File: config.mk
export PLATFORM = sky130hd
export DESIGN_NAME = window_compositor
export DESIGN_NICKNAME = d
export VERILOG_FILES = /design/src/rtl/window_compositor.sv
export SDC_FILE = /design/constraint.sdc
export NUM_CORES = 1
export LEC_CHECK = 0
export ABC_AREA = 1
export CAP_MARGIN = 25
export CORE_ASPECT_RATIO = 0.7
export CORE_MARGIN = 4
export CORE_UTILIZATION = 59
export CTS_CLUSTER_DIAMETER = 30
export CTS_CLUSTER_SIZE = 16
export DETAILED_ROUTE_END_ITERATION = 12
export PLACE_DENSITY = 0.88
export REMOVE_ABC_BUFFERS = 1
export SYNTH_ARGS = -nofsm -noshare
export SYNTH_HDL_FRONTEND = slang
export SYNTH_SLANG_ARGS = --single-unit
File: constraint.sdc
create_clock -name rd_clk -period 13.3 [get_ports rd_clk]
set_clock_uncertainty 0.15 [all_clocks]
set_input_delay 2.66 -clock rd_clk [delete_from_list [all_inputs] [get_ports rd_clk]]
set_output_delay 2.66 -clock rd_clk [all_outputs]
set_load 0.1 [all_outputs]
File: src/rtl/window_compositor.sv
// rtl/window_compositor.sv - N-channel picture-in-picture compositor with double-buffered window positions
// Hit-tests every window per scan pixel, issues local frame-buffer addresses, returns the winning pixel.
module window_compositor #(
  parameter int                     NUM_CH   = 4,
  parameter int                     XW       = 10,
  parameter int                     WIN_W    = 174,
  parameter int                     WIN_H    = 144,
  parameter int                     H_RES    = 640,
  parameter int                     V_RES    = 480,
  parameter int                     RD_LAT   = 1,
  parameter int                     STEP     = 1,
  parameter logic [15:0]            BG_COLOR = 16'h0000,
  parameter logic [NUM_CH*2*XW-1:0] INIT_XY  = '0
) (
  input  logic                 rd_clk,
  input  logic                 reset,
  input  logic [XW-1:0]        pix_x,
  input  logic [XW-1:0]        pix_y,
  input  logic                 pix_valid,
  input  logic                 frame_start,
  input  logic                 cfg_we,
  input  logic [2:0]           cfg_ch,
  input  logic [XW-1:0]        cfg_x,
  input  logic [XW-1:0]        cfg_y,
  input  logic                 nudge_req,
  input  logic [2:0]           nudge_ch,
  input  logic                 nudge_axis,
  input  logic                 nudge_dir,
  output logic [NUM_CH*XW-1:0] rd_x,
  output logic [NUM_CH*XW-1:0] rd_y,
  input  logic [NUM_CH*16-1:0] rd_data,
  output logic [15:0]          out_pixel,
  output logic                 out_valid,
  output logic [3:0]           out_ch
);
  localparam int             CW    = XW + 1;
  localparam logic [CW-1:0]  X_MAX = CW'(H_RES - WIN_W);
  localparam logic [CW-1:0]  Y_MAX = CW'(V_RES - WIN_H);
  localparam logic [3:0]     NONE  = 4'(NUM_CH);

  logic [XW-1:0] sh_x  [NUM_CH];
  logic [XW-1:0] sh_y  [NUM_CH];
  logic [XW-1:0] act_x [NUM_CH];
  logic [XW-1:0] act_y [NUM_CH];
  logic          nudge_q;
  logic          nudge_rise;

  assign nudge_rise = nudge_req & ~nudge_q;

  // Saturating step at one bit wider than the coordinate, so a decrement at 0 cannot wrap.
  function automatic logic [XW-1:0] nudged(input logic [XW-1:0] cur, input logic dir,
                                           input logic [CW-1:0] lim);
    logic [CW-1:0] v;
    if (dir) v = ({1'b0, cur} < CW'(STEP)) ? '0 : {1'b0, cur} - CW'(STEP);
    else     v = {1'b0, cur} + CW'(STEP);
    if (v > lim) v = lim;
    return v[XW-1:0];
  endfunction

  always_ff @(posedge rd_clk or posedge reset) begin
    if (reset) begin
      nudge_q <= 1'b1;
      for (int c = 0; c < NUM_CH; c++) begin
        sh_x[c]  <= INIT_XY[c*2*XW +: XW];
        sh_y[c]  <= INIT_XY[c*2*XW+XW +: XW];
        act_x[c] <= INIT_XY[c*2*XW +: XW];
        act_y[c] <= INIT_XY[c*2*XW+XW +: XW];
      end
    end else begin
      nudge_q <= nudge_req;
      for (int c = 0; c < NUM_CH; c++) begin
        if (frame_start) begin
          act_x[c] <= sh_x[c];
          act_y[c] <= sh_y[c];
        end
        if (cfg_we && cfg_ch == 3'(c)) begin
          sh_x[c] <= cfg_x;
          sh_y[c] <= cfg_y;
        end else if (nudge_rise && nudge_ch == 3'(c)) begin
          if (nudge_axis) sh_y[c] <= nudged(sh_y[c], nudge_dir, Y_MAX);
          else            sh_x[c] <= nudged(sh_x[c], nudge_dir, X_MAX);
        end
      end
    end
  end

  logic [NUM_CH-1:0] hit;
  logic [3:0]        win_ch;

  always_comb begin
    hit    = '0;
    win_ch = NONE;
    for (int c = 0; c < NUM_CH; c++) begin
      hit[c] = ({1'b0, pix_x} >= {1'b0, act_x[c]}) &&
               ({1'b0, pix_x} <  {1'b0, act_x[c]} + CW'(WIN_W)) &&
               ({1'b0, pix_y} >= {1'b0, act_y[c]}) &&
               ({1'b0, pix_y} <  {1'b0, act_y[c]} + CW'(WIN_H));
    end
    for (int c = NUM_CH - 1; c >= 0; c--) begin
      if (hit[c]) win_ch = 4'(c);
    end
    if (!pix_valid) win_ch = NONE;
  end

  // Index 0 is the stage-1 register; index RD_LAT lines up with rd_data.
  logic [3:0]    ch_pipe [RD_LAT+1];
  logic [RD_LAT:0] val_pipe;

  always_ff @(posedge rd_clk or posedge reset) begin
    if (reset) begin
      rd_x     <= '0;
      rd_y     <= '0;
      val_pipe <= '0;
      for (int i = 0; i <= RD_LAT; i++) ch_pipe[i] <= NONE;
    end else begin
      for (int c = 0; c < NUM_CH; c++) begin
        rd_x[c*XW +: XW] <= pix_x - act_x[c];
        rd_y[c*XW +: XW] <= pix_y - act_y[c];
      end
      ch_pipe[0]  <= win_ch;
      val_pipe[0] <= pix_valid;
      for (int i = 1; i <= RD_LAT; i++) begin
        ch_pipe[i]  <= ch_pipe[i-1];
        val_pipe[i] <= val_pipe[i-1];
      end
    end
  end

  logic [3:0]  ch_d;
  logic [15:0] sel_pix;

  assign ch_d = ch_pipe[RD_LAT];

  always_comb begin
    sel_pix = BG_COLOR;
    for (int c = 0; c < NUM_CH; c++) begin
      if (ch_d == 4'(c)) sel_pix = rd_data[c*16 +: 16];
    end
  end

  always_ff @(posedge rd_clk or posedge reset) begin
    if (reset) begin
      out_pixel <= BG_COLOR;
      out_valid <= 1'b0;
      out_ch    <= NONE;
    end else begin
      out_pixel <= sel_pix;
      out_valid <= val_pipe[RD_LAT];
      out_ch    <= ch_d;
    end
  end
endmodule
==> results of run 1 <==
## synthesized netlist by cell type, types with 4 or more instances
master     number  share of area
a21boi_0        6         0.0022
a21o_1         16         0.0058
a21oi_1       157          0.038
a31oi_1        16         0.0048
buf_2          26         0.0062
buf_4          10         0.0036
buf_6          11         0.0059
clkbuf_1       33         0.0059
clkinv_1        7         0.0013
dfrtp_1       265           0.32
dfstp_2         4         0.0050
fa_1            8         0.0077
ha_1          164          0.098
inv_1         330          0.059
inv_2          16         0.0029
nand2_1       762           0.14
nand2_2        20         0.0060
nand2_4         5         0.0027
nand3_1       211          0.051
nand3_2         4         0.0019
nand3b_1       11         0.0040
nand4_1        69          0.021
nor2_1        238          0.043
nor2_2         21         0.0063
nor2_4         13         0.0070
nor3_1         33         0.0079
nor3_2          6         0.0029
nor4_1         11         0.0033
o2111ai_1       6         0.0025
o211ai_1        5         0.0018
o21a_1          4         0.0014
o21ai_0       182          0.044
o21ai_1        18         0.0043
o21ai_2         5         0.0021
o21bai_1        9         0.0032
o221ai_1        4         0.0017
o22ai_1        53          0.016
xnor2_1        37          0.016
xor2_1        102          0.043
## where the power goes
| part | total [W] | leakage, nW | internal (W) | switching [W] |
|---|---|---|---|---|
| clock network | 0.00137 | 0.898 | 0.000887 | 0.000487 |
| logic | 0.00301 | 7.97 | 0.000841 | 0.00217 |
| registers | 0.00136 | 3.28 | 0.00108 | 0.000281 |
## through the flow
| stage | area [um^2] | utilization | power [W] |
|---|---|---|---|
| 2_1_floorplan | 20400 | - | 0.00348 |
| 3_3_place_gp | 23200 | 0.668 | 0.00422 |
| 3_5_place_dp | 23300 | 0.669 | 0.00430 |
| 4_1_cts | 25100 | 0.722 | 0.00570 |
| 5_1_grt | 25200 | 0.723 | 0.00605 |
| 6_report | 25200 | 0.723 | 0.00575 |
## flip-flops by register name (all words and copies together), names as in the netlist, 16 cells and up
name and count:
act_y 40, out_pixel 16, rd_y 40, sh_x 40, rd_x 40, sh_y 40, act_x 40
## area by class of cell
cell class                 count  area, um^2
antenna                        1        2.50
clock buffer                  57        1350
clock inverter                39         493
fill                        2744        9640
inverter                     353        1330
multi-input combinational   2214       12400
sequential                   269        6740
tap                          472         591
timing repair buffer         227        2280
## per-layer routing
| layer | share of wire | routed length, um |
|---|---|---|
| met4 | 0.032 | 2190 |
| met5 | 0 | 0 |
| met1 | 0.43 | 29200 |
| met3 | 0.13 | 8800 |
| met2 | 0.41 | 28300 |
## cell usage in the layout (no fill, tap or decap), drive strengths merged, types with 11 or more instances in the layout
cell / synthesis / layout
nand2: 787 / 787
inv: 346 / 363
nor2: 273 / 273
dfrtp: 265 / 265
clkdlybuf4s50: 0 / 215
nand3: 215 / 215
o21ai: 205 / 205
ha: 164 / 164
a21oi: 161 / 161
xor2: 102 / 102
nand4: 70 / 70
clkbuf: 33 / 57
o22ai: 53 / 53
nor3: 39 / 39
xnor2: 37 / 37
clkinv: 7 / 18
a21o: 16 / 16
a31oi: 16 / 16
buf: 49 / 12
nor4: 11 / 11
nand3b: 11 / 11
## final timing paths
| path | from | end | slack [ns] | depth (start not counted) |
|---|---|---|---|---|
| max in group asynchronous | reset | sh_x[7]$_DFFE_PP0P_ | 9.03 | 3 |
| hold / removal | ch_pipe[4]$_DFF_PP0_ | ch_d[0]$_DFF_PP0_ | 0.20 | 0 |
| hold reg to reg | ch_pipe[4]$_DFF_PP0_ | ch_d[0]$_DFF_PP0_ | 0.20 | 0 |
| min in group asynchronous | reset | rd_x[5]$_DFF_PP0_ | 2.53 | 2 |
| setup reg to reg | act_x[21]$_DFFE_PP0P_ | ch_pipe[6]$_DFF_PP1_ | 10.52 | 17 |
| setup / recovery | cfg_we | sh_x[2]$_DFFE_PP0P_ | 7.88 | 12 |
## critical path: stages
cell and delay (ns):
clkdlybuf4s50_1 0.45, inv_1 0.03, nor2_1 0.14, nand2_1 0.10, nor2_1 0.66, clkinv_1 0.73, nand2_1 0.43, inv_1 0.22
nand2_1 0.10, o21ai_0 0.09, inv_1 0.07, nand2_1 0.05
## logic make-up (layout without fill, tap and decap cells)
logic type,after synthesis,in the layout,synth area share
adders and majority gates,172,172,0.106
xor gates and xnor gates,139,139,0.0583
muxes,1,1,0.000479
other,1,2,0.000180
buffers and inverters,435,676,0.0855
AOI/OAI and AO/OA,490,490,0.131
DFF,269,269,0.323
and+or+nand+nor,1411,1411,0.296
==> key figures, run 1 <==
Outcome
  • Status: complete, no violations

Setup path
  • CP max FO: 19
  • Kind of critical path: in2reg
  • Startpoint Class: input port
  • WP data required: 13.60 ns
  • WP data arrival: 5.72 ns
  • Crit path capture type: register

Global route
  • Vias in the first global route: 20000
  • Global-route wire length before repair: 106000 um
  • Overall routing resource usage: 0.345
  • Busiest grt layer: met2
  • Gr ovfl total: 0
  • Initial antenna violation count: 1
  • Largest net degree at the start of global routing: 133
  • M3 GR Usage: 0.0857
  • Met2 Use GR: 0.507
  • Met1 Track Usage GR: 0.497

Clocking
  • Num CTS Buffers: 52
  • CTS tree: done
  • Clk pin slew, worst setup/hold paths: 0.05 ns
  • Clock Tree Root: clkbuf_16
  • Worst skew pair latency: 0.56 ns
  • PostCTS Resize Cnt: 0
  • Setup Fix Bufs, Post-CTS: 0
  • Post-CTS Hold Buffers: 0
  • Clock buffer depth: 3
  • Clock sink count: 269
  • Htree depth: 2

Synth
  • #FFs+latches synth: 269
  • Synth Cell Area: 20900 um^2
  • Ys flop type: dfrtp_1
  • Average cell area after synthesis: 7.16 um^2
  • Sequential area share after synthesis: 0.323
  • Yosys warns: 0
  • Number of synthesized flops with an enable pin: 0
  • Asr flop ratio synth: 1.00
  • Cell variety after synth: 53
  • Cell count after synthesis: 2918

STA
  • RSZ-0062 raised after global routing: no
  • Worst-Margin Slew: 1.08 ns
  • Final setup fails: 0
  • Worst setup margin: 7.88 ns
  • Relative slew margins: 0.281
  • Hold WS: 0.197 ns
  • Tcrit/Tclk final: 0.408
  • Setup TNS: 0 ns
  • Max-slew violations: 0
  • Final hold viol count: 0
  • Fmax: 184 MHz
  • Crit path time final: 5.42 ns

Route
  • DRC violation count after routing: 0
  • Wirelength, routed: 68500 um
  • Routed Antenna Nets: 0
  • Vias: 21600
  • Vias per cell: 5.95
  • Violation count after the first detailed-route iteration: 2794
  • Drt first pass iters: 8
  • Routed WL per cell: 18.9 um

Place
  • IO buf count: 217
  • DP HPWL: 51400 um
  • DP Cell Count: 3532
  • Pre-CTS WS: 7.52 ns
  • RD Place Congestion: 1.03

Power
  • PD cells: 228 nW/um^2
  • Max IR drop VDD: 0.000173 V
  • LEAKAGE: 12.1 nW

Finish
  • Synthesis-to-finish area growth: 20.5%
  • Post-Layout Cell Count: 3632
  • Nets: 3407
  • Share of cells above drive strength 1: 0.0671

Job
  • Max-capacitance violation count: 0

Floorplanning
  • Die Wd: 233 um
  • Die Ht: 165 um
  • Rows: 57
  • Die area: 38500 um^2
  • Starting Density: 0.600
  • Core box area: 34800 um^2
  • Io pins: 219

Worst hold path
  • Hold Crit Class: reg2reg
Note: power is estimated with default switching activity, not from simulation.
==> run 2: changes to the inputs <==
--- a/config.mk
+++ b/config.mk
@@ -9,11 +9,11 @@
 export CAP_MARGIN = 25
 export CORE_ASPECT_RATIO = 0.7
 export CORE_MARGIN = 4
-export CORE_UTILIZATION = 59
+export CORE_UTILIZATION = 53
 export CTS_CLUSTER_DIAMETER = 30
 export CTS_CLUSTER_SIZE = 16
 export DETAILED_ROUTE_END_ITERATION = 12
-export PLACE_DENSITY = 0.88
+export PLACE_DENSITY = 0.83
 export REMOVE_ABC_BUFFERS = 1
 export SYNTH_ARGS = -nofsm -noshare
 export SYNTH_HDL_FRONTEND = slang
==> constraint.sdc (replaced) <==
create_clock -name rd_clk -period 4.7 [get_ports rd_clk]
set_clock_uncertainty 0.15 [all_clocks]
set_input_delay 0.94 -clock rd_clk [delete_from_list [all_inputs] [get_ports rd_clk]]
set_output_delay 0.94 -clock rd_clk [all_outputs]
set_load 0.1 [all_outputs]
==> run 2 against run 1 <==
  * First-iteration DRC count decreased by 8.0%
  * Sequential power increased to 2.8 times the previous value
  * Non-clock buffer count increased by 9
  * Design area increased by 0.53%
  * Via count decreased by 1.8%
  * Die area increased by 11%
  * Hold slack improved by 0.0019 ns
  * Final cell count increased by 1.9%
  * Highest routed layer unchanged
==> key figures, run 2 (synthesized netlist as in run 1, its figures left out) <==
Setup path
  • WP data arrival: 2.21 ns (was 5.72 ns)
  • Worst-path cell chain: clkdlybuf4s50_1 (was clkdlybuf4s50_1 > inv_1 > nor2_1 > nand2_1 > nor2_1 > clkinv_1 > nand2_1 > inv_1 > nand2_1 > o21ai_0 > inv_1 > nand2_1)
  • Slowest stage delay, CP: 1.13 ns (was 0.73 ns)
  • CP max FO: 1 (was 19)
  • Worst setup path end: out_ch[2] (was sh_x[2]$_DFFE_PP0P_)
  • Crit path capture type: output port (was register)
  • R2R Setup Slk: 1.85 ns (was 10.52 ns)
  • Family with the most delay on the worst path: buffers and inverters (unchanged)
  • CP Buf/Inv Count: 1 (was 5)
  • R2r startpoint: act_x[1]$_DFFE_PP0P_ (was act_x[21]$_DFFE_PP0P_)
  • Worst setup path start: out_ch[2]$_DFF_PP1_ (was cfg_we)
  • Startpoint Class: register (was input port)
  • R2R depth: 19 (was 17)
  • Total number of cells along the worst setup path: 1 (was 12)
  • Kind of critical path: reg2out (was in2reg)
  • WP data required: 3.61 ns (was 13.60 ns)
  • Worst R2R End: ch_pipe[4]$_DFF_PP0_ (was ch_pipe[6]$_DFF_PP1_)
  • Slowest cell on crit path: clkdlybuf4s50_1 (was clkinv_1)

Finish
  • Synthesis-to-finish area growth: 21.1% (was 20.5%)
  • Share of cells above drive strength 1: 0.0715 (was 0.0671)
  • Post-Route Utilization: 0.654 (was 0.723)
  • Most common cell after layout, fill and taps aside: nand2_1 (unchanged)
  • Highest-count cells in the layout ignoring fill and taps: 762 x nand2_1, 329 x inv_1, 265 x dfrtp_1 (unchanged)
  • Nets: 3419 (was 3407)
  • ANT cells: 0 (was 1)

Global route
  • Gr ovfl total: 0 (unchanged)
  • Overall routing resource usage: 0.310 (was 0.345)
  • Global-route wire length before repair: 107000 um (was 106000 um)
  • Vias in the first global route: 19700 (was 20000)
  • Largest net degree at the start of global routing: 103 (was 133)
  • Initial antenna violation count: 0 (was 1)

Clocking
  • Clock sink count: 269 (unchanged)
  • Htree depth: 2 (unchanged)
  • PostCTS Resize Cnt: 0 (unchanged)
  • Clock buffer depth: 3 (unchanged)
  • Num CTS Buffers: 55 (was 52)
  • Clock Tree Root: clkbuf_16 (unchanged)
  • Post-CTS Hold Buffers: 0 (unchanged)
  • Setup Fix Bufs, Post-CTS: 0 (unchanged)
  • CTS tree: done (unchanged)
  • Worst skew pair latency: 0.57 ns (was 0.56 ns)
  • Clk pin slew, worst setup/hold paths: 0.05 ns (about the same)

Power
  • Power, Total: 0.0161 W (was 0.00575 W)
  • PD cells: 638 nW/um^2 (was 228 nW/um^2)
  • LEAKAGE: 12.2 nW (was 12.1 nW)
  • Max IR drop VDD: 0.000575 V (was 0.000173 V)

Place
  • IO buf count: 217 (unchanged)
  • RD Place Congestion: 0.985 (was 1.03)
  • DP HPWL: 52200 um (was 51400 um)
  • Pre-CTS WS: 1.10 ns (was 7.52 ns)

STA
  • Crit path time final: 3.30 ns
  • Final setup fails: 0 (unchanged)
  • Max-slew violations: 0 (unchanged)
  • Fmax: 303 MHz
  • Final hold viol count: 0 (unchanged)
  • Relative slew margins: 0.288 (was 0.281)
  • Worst-Margin Slew: 1.06 ns (was 1.08 ns)
  • Worst setup margin: 1.40 ns (was 7.88 ns)
  • RSZ-0062 raised after global routing: no (unchanged)
  • Tcrit/Tclk final: 0.703

Route
  • Violation count after the first detailed-route iteration: 2570 (was 2794)
  • Vias per cell: 5.74 (was 5.95)
  • Wirelength, routed: 68400 um (was 68500 um)
  • Vias: 21200 (was 21600)
  • Drt first pass iters: 6 (was 8)
  • DRC violation count after routing: 0 (unchanged)
  • Routed Antenna Nets: 0 (unchanged)
  • Routed WL per cell: 18.5 um (was 18.9 um)

Job
  • Max-capacitance violation count: 0 (unchanged)

Floorplanning
  • Starting Density: 0.540 (was 0.600)
  • Core box area: 38700 um^2 (was 34800 um^2)
  • Rows: 60 (was 57)
  • Io pins: 219 (unchanged)
  • Die area: 42700 um^2 (was 38500 um^2)
  • Die Wd: 245 um (was 233 um)
  • Die Ht: 174 um (was 165 um)

Outcome
  • Status: complete, no violations (unchanged)

Worst hold path
  • Hold Crit Class: reg2reg (unchanged)
==> run 2: worst min path at each step <==
stage | startpoint | endpoint | slack, ns | cells after the start
floorplan | ch_pipe[4]$_DFF_PP0_ | ch_d[0]$_DFF_PP0_ | 0.18 | 0
global placement | val_pipe[0]$_DFF_PP0_ | val_pipe[1]$_DFF_PP0_ | 0.18 | 0
detailed placement | val_pipe[1]$_DFF_PP0_ | out_valid$_DFF_PP0_ | 0.19 | 0
CTS | val_pipe[1]$_DFF_PP0_ | out_valid$_DFF_PP0_ | 0.20 | 0
global route | ch_pipe[6]$_DFF_PP1_ | ch_d[2]$_DFF_PP1_ | 0.20 | 0
finish | val_pipe[1]$_DFF_PP0_ | out_valid$_DFF_PP0_ | 0.20 | 0
==> run 2: per-stage QoR <==
step / setup TNS (ns) / hold WS (ns) / instance area [um^2] / cells
global placement: 0 / 0.183 / 23400 / 3597
floorplan: -1012.07 / 0.181 / 20400 / 2836
CTS: 0 / 0.201 / 25300 / 3699
global route: 0 / 0.201 / 25300 / 3701
finish: 0 / 0.199 / 25300 / 3701
detailed placement: 0 / 0.189 / 23400 / 3597
==> run 2: layout make-up <==
| cell class | count | area (um^2) |
|---|---|---|
| clock buffer | 60 | 1450 |
| clock inverter | 42 | 410 |
| fill | 3364 | 13400 |
| inverter | 353 | 1330 |
| multi-input combinational | 2214 | 12400 |
| sequential | 269 | 6740 |
| tap | 527 | 659 |
| timing repair buffer | 236 | 2330 |
==> run 2: report_power, final <==
| group | internal (W) | leakage [nW] | switching [W] |
|---|---|---|---|
| combinational | 0.00236 | 8.01 | 0.00611 |
| sequential | 0.00306 | 3.28 | 0.000749 |
| clock | 0.00247 | 0.881 | 0.00139 |
==> run 2: per-layer routing <==
layer  global-route usage  share of wire  vias to the layer above
li1                     -              -                    10100
met1                0.471           0.45                     9910
met2                0.445           0.41                     1147
met3               0.0793           0.12                      110
met4               0.0694          0.018                        0
met5                    0              0                        -
==> run 3: changes to the inputs <==
--- a/config.mk
+++ b/config.mk
@@ -9,11 +9,11 @@
 export CAP_MARGIN = 25
 export CORE_ASPECT_RATIO = 0.7
 export CORE_MARGIN = 4
-export CORE_UTILIZATION = 53
+export CORE_UTILIZATION = 59
 export CTS_CLUSTER_DIAMETER = 30
 export CTS_CLUSTER_SIZE = 16
 export DETAILED_ROUTE_END_ITERATION = 12
-export PLACE_DENSITY = 0.83
+export PLACE_DENSITY = 0.88
 export REMOVE_ABC_BUFFERS = 1
 export SYNTH_ARGS = -nofsm -noshare
 export SYNTH_HDL_FRONTEND = slang
==> constraint.sdc (replaced) <==
create_clock -name rd_clk -period 3.2 [get_ports rd_clk]
set_clock_uncertainty 0.15 [all_clocks]
set_input_delay 0.64 -clock rd_clk [delete_from_list [all_inputs] [get_ports rd_clk]]
set_output_delay 0.64 -clock rd_clk [all_outputs]
set_load 0.1 [all_outputs]
==> run 3 against run 2 <==
  * Sequential power up 48%
  * Global-route usage up 4.7 points
  * Final cell count down 0.16%
  * Register-to-register slack worse by 1.5 ns
  * Flip-flop and latch count unchanged
  * Combinational power up 48%
  * Design area up 0.29%
  * Sequential share of layout area down 0.077 points
  * Power up 47%
  * Largest cell class unchanged
==> key figures, run 3 (synthesized netlist as in run 1, its figures left out) <==
Outcome
  • Status: complete, no violations (unchanged)

Floorplanning
  • Die Wd: 233 um (was 245 um)
  • Io pins: 219 (unchanged)
  • Rows: 57 (was 60)
  • Core box area: 34800 um^2 (was 38700 um^2)
  • Die Ht: 165 um (was 174 um)
  • Starting Density: 0.600 (was 0.540)
  • Die area: 38500 um^2 (was 42700 um^2)

Route
  • Drt first pass iters: 8 (was 6)
  • Vias per cell: 5.93 (was 5.74)
  • Routed Antenna Nets: 0 (unchanged)
  • Violation count after the first detailed-route iteration: 3066 (was 2570)
  • Wirelength, routed: 70300 um (was 68400 um)
  • DRC violation count after routing: 0 (unchanged)
  • Vias: 21900 (was 21200)
  • Routed WL per cell: 19.0 um (was 18.5 um)

Worst hold path
  • Hold Crit Class: reg2reg (unchanged)
  • Min-delay src: ch_pipe[5]$_DFF_PP0_ (was val_pipe[1]$_DFF_PP0_)
  • Worst Hold Path Cells: 0 (unchanged)
  • Worst Hold Endpoint: ch_d[1]$_DFF_PP0_ (was out_valid$_DFF_PP0_)

Power
  • Internal cell power: 0.0115 W (was 0.00789 W)
  • Net load switching power: 0.0122 W (was 0.00825 W)
  • Reg power frac: 0.238 (was 0.236)
  • LEAKAGE: 12.5 nW (was 12.2 nW)
  • Switching Fraction: 0.515 (was 0.511)
  • Max IR drop VDD: 0.000842 V (was 0.000575 V)
  • Logic pwr share: 0.527 (was 0.525)
  • PD cells: 937 nW/um^2 (was 638 nW/um^2)
  • Clk pwr share: 0.235 (was 0.239)

STA
  • Final hold viol count: 0 (unchanged)
  • Fmax: 353 MHz
  • Hold WS: 0.196 ns (was 0.199 ns)
  • Setup TNS: 0 ns (unchanged)
  • Max-slew violations: 0 (unchanged)
  • Relative slew margins: 0.263 (was 0.288)
  • Tcrit/Tclk final: 0.885
  • Worst-Margin Slew: 1.10 ns (was 1.06 ns)
  • Final setup fails: 0 (unchanged)
  • Crit path time final: 2.83 ns
  • RSZ-0062 raised after global routing: no (unchanged)

Global route
  • Vias in the first global route: 20600 (was 19700)
  • Global-route wire length before repair: 110000 um (was 107000 um)
  • Met1 Track Usage GR: 0.524 (was 0.471)
  • Overall routing resource usage: 0.357 (was 0.310)
  • Largest net degree at the start of global routing: 84 (was 103)
  • Gr ovfl total: 0 (unchanged)
  • M3 GR Usage: 0.0804 (was 0.0793)
  • Met2 Use GR: 0.531 (was 0.445)
  • Initial antenna violation count: 2 (was 0)
  • Busiest grt layer: met2 (was met1)

Setup path
  • CP max FO: 4 (was 1)
  • WP data arrival: 3.18 ns (was 2.21 ns)
  • R2R depth: 18 (was 19)
  • Slowest cell on crit path: dfrtp_1 (was clkdlybuf4s50_1)
  • CP Buf/Inv Count: 1 (unchanged)
  • WP data required: 3.55 ns (was 3.61 ns)
  • Worst R2R End: ch_pipe[6]$_DFF_PP1_ (was ch_pipe[4]$_DFF_PP0_)
  • Startpoint Class: register (unchanged)
  • Critical Path Most Common Cell: nand2_1
  • R2r startpoint: act_x[21]$_DFFE_PP0P_ (was act_x[1]$_DFFE_PP0P_)
  • R2R Setup Slk: 0.37 ns (was 1.85 ns)
  • Slowest stage delay, CP: 0.42 ns (was 1.13 ns)
  • Family with the most delay on the worst path: simple AND/OR/NAND/NOR gates (was buffers and inverters)
  • Crit path capture type: register (was output port)
  • Worst-path cell chain: inv_1 > nand3_1 > nand2_1 > nand2_1 > nand2_1 > nand2_1 > ha_1 > nand2_1 > or2_2 > nand3_1 > nand2_1 > nand2_1 > nand2_1 > nand2_1 > nand2_1 > nand4_1 > nand2_1 > o21ai_0 (was clkdlybuf4s50_1)
  • Kind of critical path: reg2reg (was reg2out)

Job
  • Max-capacitance violation count: 0 (unchanged)

Clocking
  • CTS tree: done (unchanged)
  • Clock Tree Root: clkbuf_16 (unchanged)
  • PostCTS Resize Cnt: 0 (unchanged)
  • Clock buffer depth: 3 (unchanged)
  • Worst skew pair latency: 0.57 ns (about the same)
  • Setup Fix Bufs, Post-CTS: 0 (unchanged)
  • Num CTS Buffers: 52 (was 55)
  • Clock sink count: 269 (unchanged)
  • Post-CTS Hold Buffers: 0 (unchanged)
  • Htree depth: 2 (unchanged)
  • Clk pin slew, worst setup/hold paths: 0.06 ns (was 0.05 ns)

Place
  • IO buf count: 217 (unchanged)
  • DP HPWL: 53200 um (was 52200 um)
  • DP Cell Count: 3596 (was 3597)
  • RD Place Congestion: 0.991 (was 0.985)
  • DP Area: 23600 um^2 (was 23400 um^2)

Finish
  • Highest-count cells in the layout ignoring fill and taps: 762 x nand2_1, 329 x inv_1, 265 x dfrtp_1 (unchanged)
  • Post-Layout Cell Count: 3695 (was 3701)
  • Share of cells above drive strength 1: 0.115 (was 0.0715)
  • Most common cell after layout, fill and taps aside: nand2_1 (unchanged)
  • Nets: 3469 (was 3419)
  • Synthesis-to-finish area growth: 21.5% (was 21.1%)
  • Design Area, Final: 25400 um^2 (was 25300 um^2)
## run 3: worst max path at each step
stage	slack (ns)	end	depth (start not counted)	start
2_1_floorplan	-4.99	act_x[0]$_DFFE_PP0P_	1	reset
3_3_place_gp	0.16	ch_pipe[6]$_DFF_PP1_	10	pix_x[7]
3_5_place_dp	0.04	ch_pipe[6]$_DFF_PP1_	10	pix_x[7]
4_1_cts	0.46	ch_pipe[6]$_DFF_PP1_	18	act_x[21]$_DFFE_PP0P_
5_1_grt	0.30	ch_pipe[6]$_DFF_PP1_	18	act_x[31]$_DFFE_PP0P_
6_report	0.37	ch_pipe[6]$_DFF_PP1_	18	act_x[21]$_DFFE_PP0P_
## run 3: per-stage QoR
step	util	power (W)	setup WS (ns)
finish	0.729	0.0238	0.368
global route	0.729	0.0250	0.300
CTS	0.729	0.0236	0.460
detailed placement	0.677	0.0179	0.0399
global placement	0.677	0.0175	0.160
floorplan	-	0.0145	-4.99
## run 3: layout make-up
class	count	area, um^2
Antenna cell	1	2.50
Fill cell	2766	9440
Multi-Input combinational cell	2214	12400
Clock inverter	33	379
Inverter	353	1330
Clock buffer	64	1420
Tap cell	472	591
Sequential cell	269	6740
Timing Repair Buffer	289	2530
## run 3: metal layers
metal / part of all wire / up-vias / routed length, um
li1: - / 10200 / -
met1: 0.42 / 10100 / 29700
met2: 0.42 / 1456 / 29500
met3: 0.13 / 176 / 9070
met4: 0.028 / 0 / 1990
met5: 0 / - / 0
## run 3: power by group through the flow
stage / Combinational (W) / Clock [W] / Sequential, W
floorplan: 0.00513 / 0 / 0.00933
global placement: 0.0120 / 0 / 0.00559
detailed placement: 0.0122 / 0 / 0.00563
CTS: 0.0124 / 0.00561 / 0.00560
global route: 0.0134 / 0.00579 / 0.00577
finish: 0.0125 / 0.00559 / 0.00565
## run 3: worst register-to-register path: stages, from the launching register on
cell	delay, ns
dfrtp_1	0.42
inv_1	0.18
nand3_1	0.17
nand2_1	0.13
nand2_1	0.05
nand2_1	0.09
nand2_1	0.08
ha_1	0.31
nand2_1	0.07
or2_2	0.29
nand3_1	0.07
nand2_1	0.05
nand2_1	0.06
nand2_1	0.05
nand2_1	0.05
nand2_1	0.12
nand4_1	0.17
nand2_1	0.06
o21ai_0	0.17
